$ cat config.mk
export PLATFORM = sky130hd
export DESIGN_NAME = fu_wb_cluster
export DESIGN_NICKNAME = d
export VERILOG_FILES = /design/src/rtl/fu_wb_cluster.sv
export SDC_FILE = /design/constraint.sdc
export NUM_CORES = 1
export LEC_CHECK = 0
export CAP_MARGIN = 20
export CORE_MARGIN = 2
export CORE_UTILIZATION = 45
export DETAILED_ROUTE_END_ITERATION = 8
export PLACE_DENSITY_LB_ADDON = 0.15
export SLEW_MARGIN = 40
export SYNTH_ARGS = -nofsm -noshare
export SYNTH_HDL_FRONTEND = slang
export SYNTH_SLANG_ARGS = --single-unit
$ cat constraint.sdc
create_clock -name in_clk -period 9.4 [get_ports in_clk]
set_input_delay 1.88 -clock in_clk [delete_from_list [all_inputs] [get_ports in_clk]]
set_output_delay 1.88 -clock in_clk [all_outputs]
set_load 0.05 [all_outputs]
$ cat src/rtl/fu_wb_cluster.sv
// Writeback cluster: per-FU result FIFOs feeding one round-robin arbitrated ROB writeback register.
// Define FU_WB_BYPASS_EN to let a result reach the output register directly when its FIFO is empty and it wins.

`ifndef GPR_SIZE
`define GPR_SIZE 64
`endif
`ifndef ROB_IDX_SIZE
`define ROB_IDX_SIZE 6
`endif

module fu_wb_cluster #(
  parameter int NUM_FU     = 3,
  parameter int RESQ_DEPTH = 4
) (
  input  logic                              in_clk,
  input  logic                              in_rst,
  input  logic                              in_flush,
  input  logic [NUM_FU-1:0]                 in_fu_valid,
  input  logic [NUM_FU*`GPR_SIZE-1:0]       in_fu_value,
  input  logic [NUM_FU*`ROB_IDX_SIZE-1:0]   in_fu_dst_rob_index,
  input  logic [NUM_FU-1:0]                 in_fu_set_nzcv,
  input  logic [NUM_FU*4-1:0]               in_fu_nzcv,
  output logic [NUM_FU-1:0]                 out_fu_ready,
  input  logic                              in_rob_ready,
  output logic                              out_rob_done,
  output logic [`ROB_IDX_SIZE-1:0]          out_rob_dst_rob_index,
  output logic [`GPR_SIZE-1:0]              out_rob_value,
  output logic                              out_rob_set_nzcv,
  output logic [3:0]                        out_rob_nzcv,
  output logic [$clog2(NUM_FU)-1:0]         out_rob_src_fu
);

  localparam int GW = `GPR_SIZE;
  localparam int RW = `ROB_IDX_SIZE;
  localparam int PW = $clog2(RESQ_DEPTH);
  localparam int CW = PW + 1;
  localparam int SW = $clog2(NUM_FU);

  typedef struct packed {
    logic [RW-1:0] idx;
    logic [GW-1:0] value;
    logic          set_nzcv;
    logic [3:0]    nzcv;
  } entry_t;

  entry_t        mem       [NUM_FU][RESQ_DEPTH];
  logic [PW-1:0] rd_ptr    [NUM_FU];
  logic [PW-1:0] wr_ptr    [NUM_FU];
  logic [CW-1:0] count     [NUM_FU];
  logic [CW-1:0] count_nxt [NUM_FU];
  entry_t        in_entry  [NUM_FU];

  logic [NUM_FU-1:0] ready_q;
  logic [NUM_FU-1:0] push;
  logic [NUM_FU-1:0] push_eff;
  logic [NUM_FU-1:0] pop;
  logic [NUM_FU-1:0] nonempty;
  logic [NUM_FU-1:0] req;

  logic [SW-1:0] rr_ptr;
  logic [SW-1:0] rr_nxt;
  logic [SW-1:0] win;
  logic [SW-1:0] cand;
  logic [SW:0]   cand_sum;
  logic          have_win;
  logic          win_bypass;
  logic          load_en;
  logic          do_load;
  entry_t        sel;

  logic          out_valid;
  entry_t        out_q;
  logic [SW-1:0] src_q;

  always_comb begin
    for (int i = 0; i < NUM_FU; i++) begin
      in_entry[i].idx      = in_fu_dst_rob_index[i*RW +: RW];
      in_entry[i].value    = in_fu_value[i*GW +: GW];
      in_entry[i].set_nzcv = in_fu_set_nzcv[i];
      in_entry[i].nzcv     = in_fu_nzcv[i*4 +: 4];
      nonempty[i]          = (count[i] != '0);
    end
    push = in_fu_valid & ready_q;
`ifdef FU_WB_BYPASS_EN
    req = nonempty | push;
`else
    req = nonempty;
`endif
  end

  // Circular search starting at rr_ptr; the first requesting channel wins.
  always_comb begin
    have_win = 1'b0;
    win      = '0;
    cand_sum = '0;
    cand     = '0;
    for (int off = 0; off < NUM_FU; off++) begin
      cand_sum = {1'b0, rr_ptr} + (SW+1)'(off);
      if (cand_sum >= (SW+1)'(NUM_FU))
        cand_sum = cand_sum - (SW+1)'(NUM_FU);
      cand = cand_sum[SW-1:0];
      if (!have_win && req[cand]) begin
        have_win = 1'b1;
        win      = cand;
      end
    end
  end

  always_comb begin
`ifdef FU_WB_BYPASS_EN
    win_bypass = have_win && !nonempty[win];
`else
    win_bypass = 1'b0;
`endif
    sel     = win_bypass ? in_entry[win] : mem[win][rd_ptr[win]];
    load_en = !out_valid || in_rob_ready;
    do_load = load_en && have_win;
    rr_nxt  = (win == SW'(NUM_FU - 1)) ? '0 : win + 1'b1;
    for (int i = 0; i < NUM_FU; i++) begin
      pop[i]       = do_load && !win_bypass && (win == SW'(i));
      push_eff[i]  = push[i] && !(do_load && win_bypass && (win == SW'(i)));
      count_nxt[i] = count[i] + CW'(push_eff[i]) - CW'(pop[i]);
    end
  end

  always_ff @(posedge in_clk) begin
    for (int i = 0; i < NUM_FU; i++) begin
      if (push_eff[i])
        mem[i][wr_ptr[i]] <= in_entry[i];
    end
  end

  // Reset beats flush; flush drops everything buffered but keeps the fairness pointer.
  always_ff @(posedge in_clk) begin
    if (in_rst) begin
      for (int i = 0; i < NUM_FU; i++) begin
        rd_ptr[i] <= '0;
        wr_ptr[i] <= '0;
        count[i]  <= '0;
      end
      ready_q   <= '0;
      rr_ptr    <= '0;
      out_valid <= 1'b0;
      out_q     <= '0;
      src_q     <= '0;
    end else if (in_flush) begin
      for (int i = 0; i < NUM_FU; i++) begin
        rd_ptr[i] <= '0;
        wr_ptr[i] <= '0;
        count[i]  <= '0;
      end
      ready_q   <= '1;
      out_valid <= 1'b0;
      out_q     <= '0;
      src_q     <= '0;
    end else begin
      for (int i = 0; i < NUM_FU; i++) begin
        if (push_eff[i])
          wr_ptr[i] <= wr_ptr[i] + 1'b1;
        if (pop[i])
          rd_ptr[i] <= rd_ptr[i] + 1'b1;
        count[i]   <= count_nxt[i];
        ready_q[i] <= (count_nxt[i] < CW'(RESQ_DEPTH));
      end
      if (do_load) begin
        out_valid <= 1'b1;
        out_q     <= sel;
        src_q     <= win;
        rr_ptr    <= rr_nxt;
      end else if (out_valid && in_rob_ready) begin
        out_valid <= 1'b0;
        out_q     <= '0;
        src_q     <= '0;
      end
    end
  end

  assign out_fu_ready          = ready_q;
  assign out_rob_done          = out_valid;
  assign out_rob_dst_rob_index = out_q.idx;
  assign out_rob_value         = out_q.value;
  assign out_rob_set_nzcv      = out_q.set_nzcv;
  assign out_rob_nzcv          = out_q.nzcv;
  assign out_rob_src_fu        = src_q;

endmodule
==> results_dict.tcl, run 1 <==
set metrics [dict create \
    max-cap-violations 0 \
    synth_top_family_by_area "compound AO/OA/AOI/OAI gates" \
    clk_latency_ns 0.66 \
    p_leak_nw 14.7 \
    met1_length_mm 42.5 \
    synthSimpleGateAreaFrac_pct 2.06 \
    rrSetupSlack_ns 5.17 \
    cts_hold_buf 0 \
    fp.dieH_um 292 \
    final_util_pct 55.1 \
    grt_usage_pct 24.5 \
    ys_seq_elements 1004 \
    synth-xor-area-share_pct 0.211 \
    startpoint_type "primary input" \
    synth_edf_count 921 \
    clk_path_buf_depth 3 \
    die_area_sq_mm 0.0855 \
    finClkSkew_ns 0.0159 \
    grt_pass1_wl_mm 153 \
    fp.dieW_um 292 \
    cts.sinks 1004 \
    yosysWarnings 0 \
    hold_viol 0 \
    power_frac_comb_pct 27.3 \
    final_cell_mix "edfxtp_1, clkdlybuf4s50_1, o22a_1" \
    grt_pass1_vias 22802 \
    tns_ns 0 \
    first_pass_iters 5 \
    power_w 0.0132 \
    grt.overflow.total 0 \
    setup_viol 0 \
    drt-total-wl_mm 106 \
    post_cts_resized 0 \
    switching_share_pct 32.2 \
    outcome "completed" \
    core_sq_mm 0.0822 \
    path_clk_slew_ns 0.06 \
    yosys.area_share.adder_pct 0.829 \
    grt_max_degree 122 \
    synthMuxAreaShare_pct 0 \
    final_nets 2718 \
    ys_seq_area_share_pct 78.3 \
    crit_required_ns 9.81 \
    syn_avg_cell_area_sq_um 17.3 \
    port_buffers 312 \
    areaGrowthSynthToFinish_pct 21.1 \
    via_count 22143 \
    vias_per_cell 6.10 \
    async_flop_share_pct 0 \
    maxSlewHeadroom_pct 42.3 \
    setup.worst_path.class "primary input to flip-flop" \
    hold_ws_ns 0.482 \
    rsz0062_at_grt "no" \
    p_per_area_mw_per_mm2 291 \
    route.detailed.drc 0 \
    rows 105 \
    gp_congestion 0.771 \
    hold_class "flip-flop to flip-flop" \
    synthesis.area_sq_mm 0.0374 \
    ctsHtreeMaxLevel 3 \
    dr.first_iter.drc_count 1861 \
    dp_hpwl_mm 57.6 \
    cp-end-kind "flip-flop" \
    cts_setup_buffers 0 \
    postRouteAntennaNets 0 \
    ir_drop_mv 0.206 \
    wl_met3_mm 8.34 \
    syn_inst 2166 \
    route.met2.wl_mm 52.4 \
    synth_cell_type_count 52 \
    clock.fmax_ghz 0.228 \
    p_switching_w 0.00425 \
    antenna_found_initial 24 \
    pin_count 313 \
    slew_violations 0 \
    cp.arrival_ns 4.80 \
    ys.flop_type "edfxtp_1" \
    drive_above_1_share_pct 9.56 \
    final_common_cell "edfxtp_1" \
    worst_slew_pin_slew_ns 0.865 \
    clockRootBuffer "clkbuf_16" \
    seq_power_share_pct 41.1 \
    highest_layer "met5" \
    wl_per_cell_um 29.3 \
    synth.area.top_cells "edfxtp_1, dfxtp_1, o22a_1" \
    cts_made_buffers 102 \
    initial_core_util_pct 45.5 \
    p_int_w 0.00893 \
    period_needed_ns 4.39 \
    timing.final.crit_share_pct 46.7 \
    synth_top_cell_by_area "edfxtp_1" \
    tritoncts "done" \
    worst-path-max-fanout 9 \
    clkPwrFrac_pct 31.6 \
    synth_compound_area_share_pct 16.3 \
    yosysTopAreaCellShare_pct 73.9 \
]
==> final cells by class <==
class                   instances  area (sq um)
fillers                      6430         36900
repair buffers                353          3640
clock buffers                 127          2750
multi-input cells             979          7420
clock inverters                66           746
flip-flops and latches       1004         29300
well taps                    1070          1340
diodes                          9          22.5
inverters                      23          86.3
==> metrics by stage <==
stage | area (sq um) | cells | setup slack [ns]
detailed placement | 41700 | 3425 | 3.93
global route | 45300 | 3627 | 4.85
floorplan | 37500 | 2174 | 5.16
CTS | 45200 | 3618 | 4.63
global placement | 41500 | 3419 | 3.93
finish | 45300 | 3631 | 5.01
==> registers in the layout, summed over array words and instances, names as in the netlist, 2 cells and up <==
name / count
count: 9
rr_ptr: 2
mem: 900
out_fu_ready: 3
out_rob_dst_rob_index: 6
out_rob_value: 64
out_rob_src_fu: 2
out_rob_nzcv: 4
wr_ptr: 6
rd_ptr: 6
==> metal layers <==
metal	global-route usage [%]	vias up
met4	7.28	32
met2	41.5	904
met1	31.8	11348
met5	0	-
li1	-	9655
met3	5.21	204
==> critical path: stages <==
cell	delay, ns
clkdlybuf4s50_1	0.49
nand2b_1	0.23
or3b_2	0.59
nor2_1	0.18
ha_1	0.25
inv_1	0.06
ha_1	0.14
inv_1	0.05
fa_1	0.39
xor2_1	0.16
xnor2_1	0.29
nor2_1	0.08
==> worst paths after layout <==
| check | startpoint | to | cells past startpoint |
|---|---|---|---|
| min reg2reg | out_rob_value[41] | out_rob_value[41] | 1 |
| max | in_rob_ready | count[0][2] | 12 |
| max reg2reg | rr_ptr[0] | out_rob_value[59] | 11 |
| min | out_rob_value[41] | out_rob_value[41] | 1 |
==> power by group through the flow <==
stage | registers (W) | clock network (W) | logic, W
3_5_place_dp | 0.00551 | 0 | 0.00358
4_1_cts | 0.00543 | 0.00422 | 0.00359
3_3_place_gp | 0.00552 | 0 | 0.00350
5_1_grt | 0.00544 | 0.00440 | 0.00384
6_report | 0.00542 | 0.00416 | 0.00359
2_1_floorplan | 0.00602 | 0 | 0.00180
==> synthesized netlist by cell type, types with 2 or more instances <==
cell type  instances
and3_1            12
buf_2             68
nand3_1            3
nand2_1           11
o311ai_0          59
or3_1              9
o211ai_1          80
and2_1             6
xor2_1             3
fa_1               3
clkbuf_1          80
a221o_1            5
o311ai_1          11
o211ai_2           2
ha_1              20
o221ai_1         140
buf_4              2
inv_1             23
nor2_1           104
xnor2_1            6
o22ai_1           80
nor3_1             3
or2_1              3
or2_2              3
o22a_1           150
a21o_1            70
a22o_1            70
edfxtp_1         921
o21ai_0           76
a21oi_1           15
buf_1             15
nand4_1            3
o31ai_1            6
o221ai_2           2
buf_6              3
dfxtp_1           83
==> logic make-up after synthesis <==
family,count (synthesis)
buffers and inverters,191
XOR/XNOR,9
AND/OR/NAND/NOR,164
flip-flops,1004
adder cells (fa/ha/maj),23
other,1
AO/OA/AOI/OAI,774
Power figures use the tool's default switching activity.
==> inputs of run 2 (changes only) <==
==> constraint.sdc (replaced) <==
create_clock -name in_clk -period 3.96 [get_ports in_clk]
set_input_delay 0.792 -clock in_clk [delete_from_list [all_inputs] [get_ports in_clk]]
set_output_delay 0.792 -clock in_clk [all_outputs]
set_load 0.05 [all_outputs]
==> results_dict.tcl, run 2 (synthesis results as in run 1) <==
set metrics [dict create \
    power_frac_comb_pct 27.7 \
    final_nets 2740 \
    p_leak_nw 14.9 \
    port_buffers 312 \
    areaGrowthSynthToFinish_pct 21.6 \
    path_cells "inv_1 > ha_1 > nor4b_4 > a2111oi_4 > or2_4 > buf_4 > buf_4 > o22ai_1 > o311ai_0 > a22o_1" \
    power_w 0.0312 \
    rows 105 \
    route.detailed.drc 0 \
    place_ws_ns 0.126 \
    grt_pass1_vias 23071 \
    grt_usage_pct 24.8 \
    rsz0062_at_grt "no" \
    via_count 22273 \
    postRouteAntennaNets 0 \
    post_cts_resized 0 \
    startpoint_type "flip-flop" \
    cts_made_buffers 103 \
    seq_area_sq_mm 0.0293 \
    dr.first_iter.drc_count 1905 \
    clk_latency_ns 0.66 \
    p_switching_w 0.00996 \
    tritoncts "done" \
    slew_violations 0 \
    path_clk_slew_ns 0.06 \
    setup.worst_path.class "flip-flop to flip-flop" \
    critical-path-slowest-cell "buf_4" \
    timing.final.crit_share_pct 90.5 \
    p_per_area_mw_per_mm2 685 \
    cts_setup_buffers 0 \
    max_stage_delay_ns 0.54 \
    seq_power_share_pct 41.2 \
    ctsHtreeMaxLevel 3 \
    hold_viol 0 \
    crit_path_frequent_cell "buf_4" \
    clock.fmax_ghz 0.279 \
    hold_class "flip-flop to flip-flop" \
    tns_ns 0 \
    max-cap-violations 0 \
    die_area_sq_mm 0.0855 \
    switching_share_pct 32.0 \
    antenna_found_initial 33 \
    setup_ws_ns 0.377 \
    core_sq_mm 0.0822 \
    hold_ws_ns 0.487 \
    wl_per_cell_um 29.4 \
    maxSlewHeadroom_pct 41.5 \
    final_common_cell "edfxtp_1" \
    finClkSkew_ns 0.0243 \
    gp_congestion 0.802 \
    hold_depth 1 \
    p_int_w 0.0212 \
    clockRootBuffer "clkbuf_16" \
    crit_required_ns 4.55 \
    dpl-instance-area_sq_mm 0.0421 \
    drt-total-wl_mm 107 \
    fp.dieH_um 292 \
    dp_hpwl_mm 59.0 \
    finalInstanceArea_sq_mm 0.0455 \
    vias_per_cell 6.11 \
    ir_drop_mv 0.629 \
    cp.arrival_ns 4.17 \
    final_cell_mix "edfxtp_1, clkdlybuf4s50_1, o22a_1" \
    grt_max_degree 182 \
    outcome "completed" \
    largest_register_ffs 900 \
    clkPwrFrac_pct 31.1 \
    worst_slew_pin_slew_ns 0.878 \
    rrSetupSlack_ns 0.38 \
    grt.overflow.total 0 \
    ff2ff_path_depth 10 \
    setup_viol 0 \
    cts_hold_buf 0 \
    multi_input_area_sq_mm 0.00742 \
    clk_path_buf_depth 3 \
    cts.sinks 1004 \
    grt_pass1_wl_mm 155 \
    n_fill_cell 6415 \
    first_pass_iters 6 \
    period_needed_ns 3.58 \
    worst-path-max-fanout 44 \
    fp.dieW_um 292 \
    pin_count 313 \
    drive_above_1_share_pct 9.84 \
    initial_core_util_pct 45.5 \
    cp-end-kind "flip-flop" \
]
==> run 2: critical path: cells and delay by family (launching register included) <==
family	cells	cell delay (ns)
AOI/OAI and AO/OA	4	1.17
and+or+nand+nor	2	0.45
adders and majority gates	1	0.40
DFF	1	0.36
buffers and inverters	3	1.06
==> run 2: power by group through the flow <==
stage | Sequential (W) | Combinational [W] | Clock, W
6_report | 0.0128 | 0.00862 | 0.00969
5_1_grt | 0.0129 | 0.00920 | 0.0103
4_1_cts | 0.0129 | 0.00862 | 0.00987
3_5_place_dp | 0.0131 | 0.00858 | 0
3_3_place_gp | 0.0131 | 0.00847 | 0
2_1_floorplan | 0.0143 | 0.00428 | 0
==> run 2: final cells by class <==
| type | count | share of cell area, % |
|---|---|---|
| clock buffers | 142 | 6.34 |
| inverters | 23 | 0.190 |
| diodes | 7 | 0.0385 |
| repair buffers | 374 | 8.65 |
| flip-flops and latches | 1004 | 64.4 |
| clock inverters | 49 | 1.12 |
| well taps | 1070 | 2.94 |
| multi-input cells | 979 | 16.3 |
==> run 2: metrics by stage <==
step | util [%] | std cells
after floorplan | - | 2174
after global placement | 51.1 | 3449
after detailed placement | 51.2 | 3449
after CTS | 55.3 | 3640
after global routing | 55.3 | 3645
final | 55.3 | 3648
==> run 2: layer usage <==
metal / wire (um) / up-vias / GRT usage, %
met5: 327 / - / 0
met2: 52400 / 897 / 41.3
li1: - / 9712 / -
met4: 3020 / 54 / 7.78
met1: 42900 / 11366 / 32.3
met3: 8720 / 244 / 6.09
==> run 2: final timing paths <==
| check | startpoint | end |
|---|---|---|
| setup reg to reg | rr_ptr[0] | out_rob_value[5] |
| setup / recovery | rr_ptr[0] | out_rob_value[5] |
| hold / removal | out_rob_value[40] | out_rob_value[40] |
| hold reg to reg | out_rob_value[40] | out_rob_value[40] |
